[config.mk]
export PLATFORM = sky130hd
export DESIGN_NAME = sipo_deserializer_flat
export DESIGN_NICKNAME = d
export VERILOG_FILES = /design/src/rtl/sipo_deserializer_pkg.sv /design/src/rtl/sipo_deserializer_if.sv /design/src/rtl/sipo_shift_core.sv /design/src/rtl/sipo_deserializer.sv /design/src/flat_wrapper.sv
export SDC_FILE = /design/constraint.sdc
export NUM_CORES = 1
export LEC_CHECK = 0
export ABC_CLOCK_PERIOD_IN_PS = 4050
export BUFFER_PORTS_ARGS = -buffer_cell sky130_fd_sc_hd__buf_4
export CAP_MARGIN = 25
export CORE_MARGIN = 2
export CORE_UTILIZATION = 43
export CTS_CLUSTER_DIAMETER = 200
export DETAILED_ROUTE_END_ITERATION = 10
export MAX_ROUTING_LAYER = met4
export PLACE_DENSITY = 0.65
export SYNTH_ARGS = -nofsm -noshare
export SYNTH_HDL_FRONTEND = slang
export SYNTH_SLANG_ARGS = --single-unit
[constraint.sdc]
create_clock -name clk -period 4.05 [get_ports clk]
set_input_delay 0.405 -clock clk [delete_from_list [all_inputs] [get_ports clk]]
set_output_delay 0.405 -clock clk [all_outputs]
set_load 0.03 [all_outputs]
[src/rtl/sipo_deserializer_pkg.sv]
`default_nettype none
// ============================================================================
// Module      : sipo_deserializer_pkg
// Description : Shared types and helpers for the SIPO deserializer slice.
//               - state_t       : frame FSM state encoding (IDLE / SHIFT)
//               - DEFAULT_WIDTH : default frame width, matches the 4-bit
//                                 enable-loaded register fed by word_out
//               - cnt_width()   : width of a counter holding 0..w
// Revision    : 1.0 - initial release
// ============================================================================
package sipo_deserializer_pkg;

  localparam int DEFAULT_WIDTH = 4;

  typedef enum logic [0:0] {
    ST_IDLE  = 1'b0,
    ST_SHIFT = 1'b1
  } state_t;

  // Bits needed to count from 0 up to and including w.
  function automatic int cnt_width(input int w);
    return $clog2(w + 1);
  endfunction

endpackage
`default_nettype wire

[src/rtl/sipo_deserializer_if.sv]
`default_nettype none
// ============================================================================
// Module      : sipo_deserializer_if
// Description : Frame/bit handshake and parallel-word bundle of the
//               deserializer.
//               Producer -> deserializer : frame_start, bit_valid, serial_in
//               Deserializer -> consumer : word_out, word_valid, busy,
//                                          bit_count, frame_err
//               modport master : the serial source / observer side
//               modport slave  : the deserializer side
// Revision    : 1.0 - initial release
// ============================================================================
interface sipo_deserializer_if
  import sipo_deserializer_pkg::*;
#(
  parameter int WIDTH = DEFAULT_WIDTH
) ();

  localparam int CW = cnt_width(WIDTH);

  logic             frame_start;
  logic             bit_valid;
  logic             serial_in;
  logic [WIDTH-1:0] word_out;
  logic             word_valid;
  logic             busy;
  logic [CW-1:0]    bit_count;
  logic             frame_err;

  modport master (
    output frame_start,
    output bit_valid,
    output serial_in,
    input  word_out,
    input  word_valid,
    input  busy,
    input  bit_count,
    input  frame_err
  );

  modport slave (
    input  frame_start,
    input  bit_valid,
    input  serial_in,
    output word_out,
    output word_valid,
    output busy,
    output bit_count,
    output frame_err
  );

endinterface
`default_nettype wire

[src/rtl/sipo_shift_core.sv]
`default_nettype none
// ============================================================================
// Module      : sipo_shift_core
// Description : WIDTH-bit serial-in shift register with selectable direction.
//               MSB_FIRST=1 shifts toward the MSB so the first bit ends up in
//               bit WIDTH-1; MSB_FIRST=0 shifts toward the LSB so the first
//               bit ends up in bit 0.
// Ports       : clk        rising-edge clock
//               reset      asynchronous active-low reset, clears the register
//               i_clear    discard contents (takes priority over old data)
//               i_shift_en shift i_serial in this cycle
//               i_serial   serial data bit
//               o_shifted  combinational view of the register with i_serial
//                          shifted in (used to capture a completing word)
// Revision    : 1.0 - initial release
// ============================================================================
module sipo_shift_core
  import sipo_deserializer_pkg::*;
#(
  parameter int WIDTH     = DEFAULT_WIDTH,
  parameter bit MSB_FIRST = 1'b1
) (
  input  wire logic             clk,
  input  wire logic             reset,
  input  wire logic             i_clear,
  input  wire logic             i_shift_en,
  input  wire logic             i_serial,
  output logic      [WIDTH-1:0] o_shifted
);

  logic [WIDTH-1:0] r_data;
  logic [WIDTH-1:0] w_from_data;  // current contents with the new bit added
  logic [WIDTH-1:0] w_from_zero;  // empty register with the new bit added

  generate
    if (MSB_FIRST) begin : g_msb_first
      assign w_from_data = {r_data[WIDTH-2:0], i_serial};
      assign w_from_zero = {{(WIDTH-1){1'b0}}, i_serial};
    end else begin : g_lsb_first
      assign w_from_data = {i_serial, r_data[WIDTH-1:1]};
      assign w_from_zero = {i_serial, {(WIDTH-1){1'b0}}};
    end
  endgenerate

  // Clear together with shift means the incoming bit is the first bit of
  // a fresh frame, so it is shifted into an empty register.
  always_ff @(posedge clk or negedge reset) begin
    if (!reset) begin
      r_data <= '0;
    end else if (i_clear) begin
      r_data <= i_shift_en ? w_from_zero : '0;
    end else if (i_shift_en) begin
      r_data <= w_from_data;
    end
  end

  assign o_shifted = w_from_data;

endmodule
`default_nettype wire

[src/rtl/sipo_deserializer.sv]
`default_nettype none
// ============================================================================
// Module      : sipo_deserializer
// Description : Serial-in / parallel-out frame capture. Collects WIDTH bits
//               per frame, presents the word on word_out with a one-cycle
//               word_valid pulse, and flags frames aborted by frame_start.
// Ports       : clk    rising-edge clock
//               reset  asynchronous active-low reset
//               bus    sipo_deserializer_if.slave:
//                        frame_start, bit_valid, serial_in (in)
//                        word_out, word_valid, busy, bit_count, frame_err (out)
// Revision    : 1.0 - initial release
// ============================================================================
module sipo_deserializer
  import sipo_deserializer_pkg::*;
#(
  parameter int WIDTH     = DEFAULT_WIDTH,
  parameter bit MSB_FIRST = 1'b1
) (
  input wire logic          clk,
  input wire logic          reset,
  sipo_deserializer_if.slave bus
);

  localparam int            CW         = cnt_width(WIDTH);
  localparam logic [CW-1:0] c_last_bit = CW'(WIDTH - 1);
  localparam logic [CW-1:0] c_one      = CW'(1);

  state_t           r_state;
  logic [WIDTH-1:0] r_word_out;
  logic             r_word_valid;
  logic             r_busy;
  logic [CW-1:0]    r_bit_count;
  logic             r_frame_err;

  logic             w_in_shift;
  logic             w_complete;
  logic             w_core_clear;
  logic             w_core_shift;
  logic [WIDTH-1:0] w_shifted;

  assign w_in_shift = (r_state == ST_SHIFT);

  // The edge that accepts bit WIDTH completes the word, even if frame_start
  // arrives in the same cycle.
  assign w_complete = w_in_shift && bus.bit_valid && (r_bit_count == c_last_bit);

  // Any frame_start or completion empties the shift register. A bit is
  // shifted in when in SHIFT, or when it arrives with frame_start from IDLE;
  // the completing bit goes straight to word_out instead, so a colliding
  // frame_start begins an empty frame.
  assign w_core_clear = bus.frame_start || w_complete;
  assign w_core_shift = bus.bit_valid && (w_in_shift || bus.frame_start) && !w_complete;

  sipo_shift_core #(
    .WIDTH     (WIDTH),
    .MSB_FIRST (MSB_FIRST)
  ) u_shift_core (
    .clk        (clk),
    .reset      (reset),
    .i_clear    (w_core_clear),
    .i_shift_en (w_core_shift),
    .i_serial   (bus.serial_in),
    .o_shifted  (w_shifted)
  );

  always_ff @(posedge clk or negedge reset) begin
    if (!reset) begin
      r_state      <= ST_IDLE;
      r_word_out   <= '0;
      r_word_valid <= 1'b0;
      r_busy       <= 1'b0;
      r_bit_count  <= '0;
      r_frame_err  <= 1'b0;
    end else begin
      r_word_valid <= 1'b0;
      r_frame_err  <= 1'b0;
      case (r_state)
        ST_IDLE: begin
          if (bus.frame_start) begin
            r_state     <= ST_SHIFT;
            r_busy      <= 1'b1;
            r_bit_count <= bus.bit_valid ? c_one : '0;
          end
        end
        ST_SHIFT: begin
          if (w_complete) begin
            r_word_out   <= w_shifted;
            r_word_valid <= 1'b1;
            r_bit_count  <= '0;
            if (bus.frame_start) begin
              // New frame begins empty; the colliding bit belonged to the old word.
              r_state <= ST_SHIFT;
              r_busy  <= 1'b1;
            end else begin
              r_state <= ST_IDLE;
              r_busy  <= 1'b0;
            end
          end else if (bus.frame_start) begin
            // Restart: only a frame that already holds bits counts as aborted.
            r_frame_err <= (r_bit_count != '0);
            r_bit_count <= bus.bit_valid ? c_one : '0;
          end else if (bus.bit_valid) begin
            r_bit_count <= r_bit_count + c_one;
          end
        end
        default: begin
          r_state <= ST_IDLE;
          r_busy  <= 1'b0;
        end
      endcase
    end
  end

  assign bus.word_out   = r_word_out;
  assign bus.word_valid = r_word_valid;
  assign bus.busy       = r_busy;
  assign bus.bit_count  = r_bit_count;
  assign bus.frame_err  = r_frame_err;

endmodule
`default_nettype wire

[src/flat_wrapper.sv]
// flat-port wrapper written by rule: the top's interface ports become plain ports
module sipo_deserializer_flat import sipo_deserializer_pkg::*;
#(
  parameter int WIDTH     = DEFAULT_WIDTH,
  parameter bit MSB_FIRST = 1'b1
)
  (clk, reset, bus_frame_start, bus_bit_valid, bus_serial_in, bus_word_out, bus_word_valid, bus_busy, bus_bit_count, bus_frame_err);
  sipo_deserializer_if #(.WIDTH(WIDTH)) bus_i ();
  input wire logic clk;
  input wire logic reset;
  input wire logic [$bits(bus_i.frame_start)-1:0] bus_frame_start;
  input wire logic [$bits(bus_i.bit_valid)-1:0] bus_bit_valid;
  input wire logic [$bits(bus_i.serial_in)-1:0] bus_serial_in;
  output wire logic [$bits(bus_i.word_out)-1:0] bus_word_out;
  output wire logic [$bits(bus_i.word_valid)-1:0] bus_word_valid;
  output wire logic [$bits(bus_i.busy)-1:0] bus_busy;
  output wire logic [$bits(bus_i.bit_count)-1:0] bus_bit_count;
  output wire logic [$bits(bus_i.frame_err)-1:0] bus_frame_err;
  assign bus_i.frame_start = bus_frame_start;
  assign bus_i.bit_valid = bus_bit_valid;
  assign bus_i.serial_in = bus_serial_in;
  assign bus_word_out = bus_i.word_out;
  assign bus_word_valid = bus_i.word_valid;
  assign bus_busy = bus_i.busy;
  assign bus_bit_count = bus_i.bit_count;
  assign bus_frame_err = bus_i.frame_err;
  sipo_deserializer #(.WIDTH(WIDTH), .MSB_FIRST(MSB_FIRST)) u_core (.clk(clk), .reset(reset), .bus(bus_i));
endmodule
==> qor.yml, run 1 <==
run_status:
  status: "finished clean"
worst_setup_path:
  critPathBufInv: 0
  crit_top_cell: "ha_1"
  path_delay_family: "adder cells"
  path_cells: "ha_1 -> ha_1 -> nand3_4 -> mux2_4"
  cp_max_fo: 7
  max_stage_delay_ns: 0.44
  r2r_cells: 4
  crit_path_start_kind: "flip-flop"
  worst-setup-path-type: "flip-flop to flip-flop"
  cp_num_cells: 4
  endpoint_kind: "flip-flop"
  slowest_stage: "dfrtp_1"
  arrival_ns: 1.67
  required_ns: 4.21
timing:
  setup_viol: 0
  hold_slack_ns: 0.329
  slew_headroom_pct: 78.8
  skew_ns: 0.00633
  fin_crit_ns: 1.51
  fin_crit_sh_pct: 37.3
  worst_pin_slew_ns: 0.317
  rsz0062_at_grt: "false"
  hold_viol_final: 0
  final.setup.tns_ns: 0
  clock.fmax_mhz: 661
  slew_viol_final: 0
clocking:
  post_cts_resized: 0
  clockBufferDepth: 2
  cts_setup_buffers: 0
  clock-sinks: 14
  hold_buffers: 1
  cts_tree: "built"
  clkTransAtPathRegs_ns: 0.09
  htreeDepth: 1
  cts_made_buffers: 3
  cts_root_buf: "clkbuf_4"
  clk_latency_ns: 0.27
global_route:
  grt_pass1_vias: 449
  grt_usage_pct: 15.2
  grt_pass1_wl_um: 2040
  grt_max_degree: 15
  grt_antenna_before_repair: 0
  grt_overflow_total: 0
place:
  place_inst: 84
  io_buffers: 14
  dp_hpwl_um: 873
  gp_congestion: 0.742
floorplanning:
  row_count: 14
  start_util_pct: 45.1
  core_um2: 1470
  io_pins: 15
  dieArea_um2: 1870
  die_w_um: 43.3
  fp.dieH_um: 43.3
synth:
  synth-seq-area-share_pct: 52.8
  ys_ff_latch: 14
  syn_avg_cell_area_um2: 11.8
  synth.distinct_cells: 19
  yosysWarningCount: 0
  synth_cells: 56
  synth_nets: 64
  synth_area_um2: 663
power:
  power.share.switching_pct: 32.4
  p_sw_mw: 0.130
  comb_power_share_pct: 31.6
  cellPowerDensity_nw_per_um2: 491
  p_int_mw: 0.272
  p_clk_share_pct: 24.6
  power_frac_seq_pct: 43.9
  ir_worst_vdd_v: 0.000320
  power_mw: 0.403
  p_leak_nw: 0.419
final_layout:
  regArea_um2: 350
  final_nets: 82
  drive_gt1_share_pct: 38.4
  fillCellCount: 141
  multi_input_area_um2: 279
  antenna_cells: 0
  stdcell_count: 89
  area.growth.synth_to_final_pct: 23.6
route:
  drt_first_pass_iters: 4
  drc: 0
  first_iter_violations: 6
  wl_per_cell_um: 13.3
  ant_nets: 0
  num_vias: 460
  via_per_inst: 5.17
  drt_wl_total_um: 1190
hold_path:
  hp-class: "primary input to flip-flop"
  hold_depth: 2
job:
  drv_cap: 0
-- registers in the layout, summed over array words and instances, names as in the netlist --
register	flops
u_core.bus.word_out	4
u_core.r_state	1
u_core.bus.busy	1
u_core.bus.frame_err	1
u_core.bus.word_valid	1
u_core.bus.bit_count	3
u_core.u_shift_core.r_data	3
-- worst reg2reg max path, cell delays in order, from the launching register on --
cell and delay (ns):
dfrtp_1 0.44, ha_1 0.18, ha_1 0.29, nand3_4 0.17
mux2_4 0.33
-- cell families (layout without fill, tap and decap cells) --
kind of cell / after synthesis / after routing / share of synthesized area, %
AOI/OAI and AO/OA: 10 / 10 / 10.4
adders and majority gates: 3 / 3 / 5.66
buffers and inverters: 7 / 24 / 5.09
DFF: 14 / 14 / 52.8
muxes: 6 / 6 / 12.3
and+or+nand+nor: 16 / 16 / 13.8
-- metrics by stage --
stage	util (%)	instance area [um2]	worst slack, ns
detailed placement	52.6	773	2.53
global route	55.7	820	2.42
global placement	52.6	773	2.60
CTS	55.7	820	2.52
floorplan	-	663	2.47
finish	55.7	820	2.54
-- Yosys cell counts --
master,number,share of area [%]
a211oi_1,1,1.1
a211oi_2,1,1.9
a21bo_2,1,1.5
a21oi_1,5,3.8
buf_4,2,2.3
dfrtp_1,14,53
ha_1,3,5.7
inv_1,4,2.3
inv_2,1,0.57
mux2_2,1,1.7
mux2_4,4,9.1
mux2i_1,1,1.5
nand2_1,6,3.4
nand3_1,2,1.5
nand3_4,1,2.6
nand4b_1,3,4.0
nor2_1,4,2.3
o21ai_0,1,0.75
o21ai_2,1,1.3
-- power by group through the flow --
stage	Sequential, mW	Combinational [mW]	Clock, mW
floorplan	0.214	0.0473	0
global placement	0.178	0.126	0
detailed placement	0.179	0.128	0
CTS	0.176	0.129	0.102
global route	0.180	0.137	0.110
finish	0.177	0.127	0.0989
-- cell usage in the layout (no fill, tap or decap), types with 2 or more instances in the layout --
master / netlist / final
buf_4: 2 / 14
dfrtp_1: 14 / 14
nand2_1: 6 / 6
a21oi_1: 5 / 5
inv_1: 4 / 4
nor2_1: 4 / 4
mux2_4: 4 / 4
nand4b_1: 3 / 3
ha_1: 3 / 3
clkbuf_4: 0 / 3
nand3_1: 2 / 2
-- path summary, 6_finish.rpt --
| path | startpoint | end | slack (ns) |
|---|---|---|---|
| max in group asynchronous | reset | u_core.bus.word_out[1] | 3.37 |
| min reg2reg | u_core.bus.word_out[1] | u_core.bus.word_out[1] | 0.52 |
| max reg2reg | u_core.bus.bit_count[0] | u_core.bus.word_out[1] | 2.54 |
| min in group asynchronous | reset | u_core.bus.frame_err | 0.51 |
| max | u_core.bus.bit_count[0] | u_core.bus.word_out[1] | 2.54 |
| min | bus_frame_start | u_core.bus.bit_count[1] | 0.33 |
-- final cells by class --
class                   count  share of cell area [%]
clock buffers               4                    4.43
inverters                   5                    2.29
multi-input cells          35                    34.0
flip-flops and latches     14                    42.7
well taps                  16                    2.44
repair buffers             15                    14.0
-- per-layer routing --
layer	wire [um]	vias up	global-route usage [%]
met2	568	8	23.9
met5	0	-	-
li1	-	229	-
met4	0	0	1.82
met1	571	223	19.7
met3	46	0	5.11
Note: power is estimated with default switching activity, not from simulation.
==> inputs of run 2 (changes only) <==
--- a/config.mk
+++ b/config.mk
@@ -5,7 +5,7 @@
 export SDC_FILE = /design/constraint.sdc
 export NUM_CORES = 1
 export LEC_CHECK = 0
-export ABC_CLOCK_PERIOD_IN_PS = 4050
+export ABC_CLOCK_PERIOD_IN_PS = 1520
 export BUFFER_PORTS_ARGS = -buffer_cell sky130_fd_sc_hd__buf_4
 export CAP_MARGIN = 25
 export CORE_MARGIN = 2
==> constraint.sdc (replaced) <==
create_clock -name clk -period 1.52 [get_ports clk]
set_input_delay 0.152 -clock clk [delete_from_list [all_inputs] [get_ports clk]]
set_output_delay 0.152 -clock clk [all_outputs]
set_load 0.03 [all_outputs]
==> run 2 against run 1 <==
  * Sequential cell count is the same
  * Non-clock buffer count increased by 1
  * Hold slack worse by 0.26 ns
  * Combinational power rose to 2.8 times the previous value
  * Utilization rose by 1.2 points
  * Global-route usage is 0.30 points lower
  * Sequential share of layout area shrank 0.60 points
  * Sequential power rose to 2.6 times the previous value
  * Critical path depth unchanged
  * Design area is 2.1% higher
  * Maximum frequency up 8.9%
  * Register-to-register slack got worse by 2.4 ns
==> qor.yml, run 2 (synthesized netlist as in run 1, its figures left out) <==
run_status:
  status: "finished clean"
worst_setup_path:
  endpoint_kind: "flip-flop"
  crit_path_start_kind: "flip-flop"
  cp_max_fo: 7  # unchanged
  worst-setup-path-type: "flip-flop to flip-flop"
  arrival_ns: 1.56  # -0.11 ns
  required_ns: 1.69  # -2.52 ns
clocking:
  clk_latency_ns: 0.28  # about the same
  clock-sinks: 14  # unchanged
  cts_root_buf: "clkbuf_4"
  clockBufferDepth: 2  # unchanged
  htreeDepth: 1  # unchanged
  cts_setup_buffers: 0  # unchanged
  cts_made_buffers: 3  # unchanged
  clkTransAtPathRegs_ns: 0.08  # about the same
  cts_tree: "built"
route:
  num_vias: 483  # +5.0%
  ant_nets: 0  # unchanged
  drt_wl_total_um: 1180  # -0.17%
  drc: 0  # unchanged
  first_iter_violations: 9  # +3
  wl_per_cell_um: 13.1  # -1.3%
  via_per_inst: 5.37  # +3.8%
  drt_first_pass_iters: 4  # unchanged
place:
  gp_congestion: 0.788  # +6.2%
  io_buffers: 14  # unchanged
  dp_slack_ns: 0.0701  # -2.46 ns
  dp_hpwl_um: 899  # +3.0%
final_layout:
  layout_common_cells: "buf_4, dfrtp_1, nand2_1"
  fin_util_pct: 56.9  # +1.2 points
  drive_gt1_share_pct: 44.6  # +6.2 points
  antenna_cells: 0  # unchanged
  final_common_cell: "buf_4"
  largest_register_ffs: 4  # unchanged
  final_nets: 83  # +1.2%
  area.growth.synth_to_final_pct: 26.2
global_route:
  grt_antenna_before_repair: 0  # unchanged
  grt_overflow_total: 0  # unchanged
  grt_pass1_wl_um: 1930  # -5.7%
  grt_max_degree: 15  # unchanged
  grt_pass1_vias: 450  # +0.22%
  grt_usage_pct: 14.9  # -0.30 points
power:
  cellPowerDensity_nw_per_um2: 1300  # +160%
  ir_worst_vdd_v: 0.000567  # +77%
  p_leak_nw: 0.421  # +0.56%
  power_mw: 1.08  # +170%
timing:
  hold_viol_final: 0  # unchanged
  rsz0062_at_grt: "false"
  worst_pin_slew_ns: 0.338  # +0.0211 ns
  fin_crit_sh_pct: 91.4  # +54 points
  slew_viol_final: 0  # unchanged
  worst_slack_ns: 0.131  # -2.41 ns
  final.setup.tns_ns: 0  # unchanged
  skew_ns: 0.00117  # -0.00516 ns
  fin_crit_ns: 1.39  # -0.123 ns
  setup_viol: 0  # unchanged
  clock.fmax_mhz: 720  # +8.9%
  slew_headroom_pct: 77.4  # -1.4 points
floorplanning:
  io_pins: 15  # unchanged
  start_util_pct: 45.1  # unchanged
  row_count: 14  # unchanged
  core_um2: 1470  # unchanged
  fp.dieH_um: 43.3  # unchanged
  dieArea_um2: 1870  # unchanged
  die_w_um: 43.3  # unchanged
job:
  drv_cap: 0  # unchanged
hold_path:
  hp-class: "primary input to flip-flop"
-- run 2: final cells by class --
type                            count  area, um2
Clock buffer                        4       36.3
Fill cell                         135        634
Inverter                            5       18.8
Multi-Input combinational cell     35        287
Sequential cell                    14        353
Tap cell                           16       20.0
Timing Repair Buffer               16        123
-- run 2: routing by layer --
layer	share of wire, %	up-vias	GRT usage (%)
met4	3.2	0	10.9
met3	5.2	7	2.55
met5	0	-	-
li1	-	227	-
met2	44	15	20.3
met1	47	234	19.6
-- run 2: repair_timing --
action                                  4_1_cts  5_1_grt
endpoints found under the setup margin        0        2
gates resized for setup                       0        2
hold endpoints to repair                     14        0
hold buffers                                  1        0
-- run 2: critical path, cell delays in order (launching register included) --
cell and delay (ns):
dfrtp_2 0.43, ha_1 0.19, ha_2 0.22, nand3_4 0.12
mux2_4 0.31
-- run 2: worst paths after layout --
check                                         from  depth (start not counted)                 endpoint  slack (ns)
setup / recovery           u_core.bus.bit_count[1]                          4   u_core.bus.word_out[1]        0.13
hold / removal                     bus_frame_start                          2  u_core.bus.bit_count[1]        0.06
setup reg to reg           u_core.bus.bit_count[1]                          4   u_core.bus.word_out[1]        0.13
hold reg to reg             u_core.bus.word_out[1]                          1   u_core.bus.word_out[1]        0.52
max in group asynchronous                    reset                          2  u_core.bus.bit_count[1]        1.09
min in group asynchronous                    reset                          2           u_core.r_state        0.25
-- run 2: stage by stage --
step	std cells	cell area, um2	hold WS, ns
after global routing	90	837	0.0768
after CTS	90	830	0.0609
after detailed placement	85	783	0.0109
final	90	837	0.0648
after floorplan	56	666	-0.144
after global placement	85	783	0.00883
-- run 2: power by group --
group | switching [mW] | total, mW | internal (mW)
Combinational | 0.192 | 0.350 | 0.158
Clock | 0.121 | 0.267 | 0.146
Sequential | 0.0373 | 0.467 | 0.430
==> inputs of run 3 (changes only) <==
--- a/config.mk
+++ b/config.mk
@@ -5,7 +5,7 @@
 export SDC_FILE = /design/constraint.sdc
 export NUM_CORES = 1
 export LEC_CHECK = 0
-export ABC_CLOCK_PERIOD_IN_PS = 1520
+export ABC_CLOCK_PERIOD_IN_PS = 1300
 export BUFFER_PORTS_ARGS = -buffer_cell sky130_fd_sc_hd__buf_4
 export CAP_MARGIN = 25
 export CORE_MARGIN = 2
==> constraint.sdc (replaced) <==
create_clock -name clk -period 1.3 [get_ports clk]
set_input_delay 0.13 -clock clk [delete_from_list [all_inputs] [get_ports clk]]
set_output_delay 0.13 -clock clk [all_outputs]
set_load 0.005 [all_outputs]
==> run 3 against run 2 <==
  * The run now ends with setup timing left
  * Count of clock-buffer cells in the layout unchanged
  * Sequential share of layout area shrank 2.3 points
  * Global-route usage up 2.2 points
  * Design area grew 5.1%
  * First-iteration DRC count down 11%
  * Die area unchanged
  * Sequential power rose by 16%
  * Hold slack worse by 0.021 ns
  * Highest routed layer unchanged
==> qor.yml, run 3 (synthesized netlist as in run 1, its figures left out) <==
final_layout:
  area.growth.synth_to_final_pct: 32.6
  multi_input_area_um2: 302  # +5.2%
  antenna_cells: 0  # unchanged
  final_common_cell: "buf_4"
  largest_register_ffs: 4  # unchanged
  final_nets: 87  # +4.8%
  drive_gt1_share_pct: 47.4  # +2.8 points
  fin_util_pct: 59.8  # +2.9 points
  regArea_um2: 350  # -0.71%
  fillCellCount: 137  # +1.5%
  layout_common_cells: "buf_4, dfrtp_1, nand2_1"
clocking:
  clock-sinks: 14  # unchanged
  htreeDepth: 1  # unchanged
  cts_tree: "built"
  clkTransAtPathRegs_ns: 0.09  # about the same
  cts_made_buffers: 3  # unchanged
  cts_root_buf: "clkbuf_4"
  clk_latency_ns: 0.28  # about the same
  clockBufferDepth: 2  # unchanged
run_status:
  violations: "setup timing"
  status: "finished with violations"
floorplanning:
  core_um2: 1470  # unchanged
  row_count: 14  # unchanged
  start_util_pct: 45.1  # unchanged
  io_pins: 15  # unchanged
  fp.dieH_um: 43.3  # unchanged
  dieArea_um2: 1870  # unchanged
  die_w_um: 43.3  # unchanged
hold_path:
  hp-class: "primary input to flip-flop"
timing:
  fin_crit_sh_pct: 102  # +10 points
  worst_pin_slew_ns: 0.339  # +0.000568 ns
  slew_viol_final: 0  # unchanged
  final.setup.tns_ns: -0.0806  # -0.0806 ns
  fin_crit_ns: 1.32  # -0.0678 ns
  skew_ns: 0.00233  # +0.00115 ns
  clock.fmax_mhz: 757  # +5.1%
  worst_slack_ns: -0.0216  # -0.152 ns
  hold_slack_ns: 0.0439  # -0.0209 ns
  setup_viol: 4  # +4
  slew_headroom_pct: 77.4  # about the same
  rsz0062_at_grt: "true"
  hold_viol_final: 0  # unchanged
worst_setup_path:
  max_stage_delay_ns: 0.41  # -0.02 ns
  worst-setup-path-type: "flip-flop to flip-flop"
  r2r-end: "u_core.bus.word_out[2]"
  rrSetupSlack_ns: -0.02  # -0.15 ns
  cp_num_cells: 4  # unchanged
  setup.worst_path.end: "u_core.bus.word_out[2]"
  arrival_ns: 1.50  # -0.06 ns
  endpoint_kind: "flip-flop"
  crit_path_start_kind: "flip-flop"
  path_cells: "ha_2 -> ha_4 -> nand3_4 -> mux2_4"
  r2r_cells: 4  # unchanged
  cp_max_fo: 6  # -1
  path_delay_family: "flip-flops"
  worstReg2RegStart: "u_core.bus.bit_count[1]"
  crit_start: "u_core.bus.bit_count[1]"
  required_ns: 1.48  # -0.21 ns
  critPathBufInv: 0  # unchanged
  slowest_stage: "dfrtp_1"
route:
  num_vias: 477  # -1.2%
  via_per_inst: 5.07  # -5.4%
  drt_first_pass_iters: 4  # unchanged
  first_iter_violations: 8  # -1
  drt_wl_total_um: 1290  # +9.0%
  drc: 0  # unchanged
  ant_nets: 0  # unchanged
  wl_per_cell_um: 13.7  # +4.4%
global_route:
  grt_usage_pct: 17.1  # +2.2 points
  grt_overflow_total: 0  # unchanged
  grt_max_degree: 15  # unchanged
  grt_pass1_vias: 510  # +13%
  grt_pass1_wl_um: 2220  # +15%
  grt_antenna_before_repair: 0  # unchanged
place:
  dp_hpwl_um: 924  # +2.8%
  io_buffers: 14  # unchanged
  gp_congestion: 0.813  # +3.2%
  dp_slack_ns: -0.0219  # -0.0920 ns
power:
  cellPowerDensity_nw_per_um2: 1350  # +4.4%
  p_leak_nw: 0.443  # +5.3%
  ir_worst_vdd_v: 0.000726  # +28%
job:
  drv_cap: 0  # unchanged
run 3: metrics by stage:
step | power [mW] | cell area, um2 | std cells
after detailed placement | 0.862 | 818 | 88
after global routing | 1.25 | 880 | 94
after floorplan | 0.708 | 678 | 56
final | 1.19 | 880 | 94
after CTS | 1.19 | 870 | 93
after global placement | 0.857 | 818 | 88
run 3: area by class of cell:
type / instances / share of cell area (%)
flip-flops and latches: 14 / 39.8
multi-input cells: 35 / 34.3
repair buffers: 20 / 17.4
clock buffers: 4 / 4.13
well taps: 16 / 2.28
inverters: 5 / 2.13
run 3: power by group:
group	switching, mW	internal (mW)	leakage [nW]
sequential	0.0418	0.501	0.181
clock	0.152	0.171	0.0210
combinational	0.121	0.203	0.241
run 3: what timing repair did:
action,in CTS,in global routing
gates resized for setup,1,1
hold buffers,1,0
endpoints found under the setup margin,6,7
pin swaps,1,2
setup buffers,0,1
hold endpoints to repair,14,0
run 3: worst min path at each step:
| stage | from | to | slack (ns) | cells past startpoint |
|---|---|---|---|---|
| 3_5_place_dp | reset | u_core.bus.frame_err | -0.01 | 1 |
| 4_1_cts | bus_frame_start | u_core.bus.bit_count[1] | 0.04 | 2 |
| 5_1_grt | bus_frame_start | u_core.u_shift_core.r_data[2] | 0.05 | 2 |
| 3_3_place_gp | reset | u_core.bus.frame_err | -0.01 | 1 |
| 2_1_floorplan | reset | u_core.bus.bit_count[0] | -0.17 | 0 |
| 6_report | bus_frame_start | u_core.bus.bit_count[2] | 0.04 | 2 |
run 3: layer usage:
layer	global-route usage [%]	part of all wire [%]	vias up
li1	-	-	238
met1	20.3	47	220
met2	26.6	46	15
met3	2.98	4.4	4
met4	10.9	2.7	0
met5	-	0	-
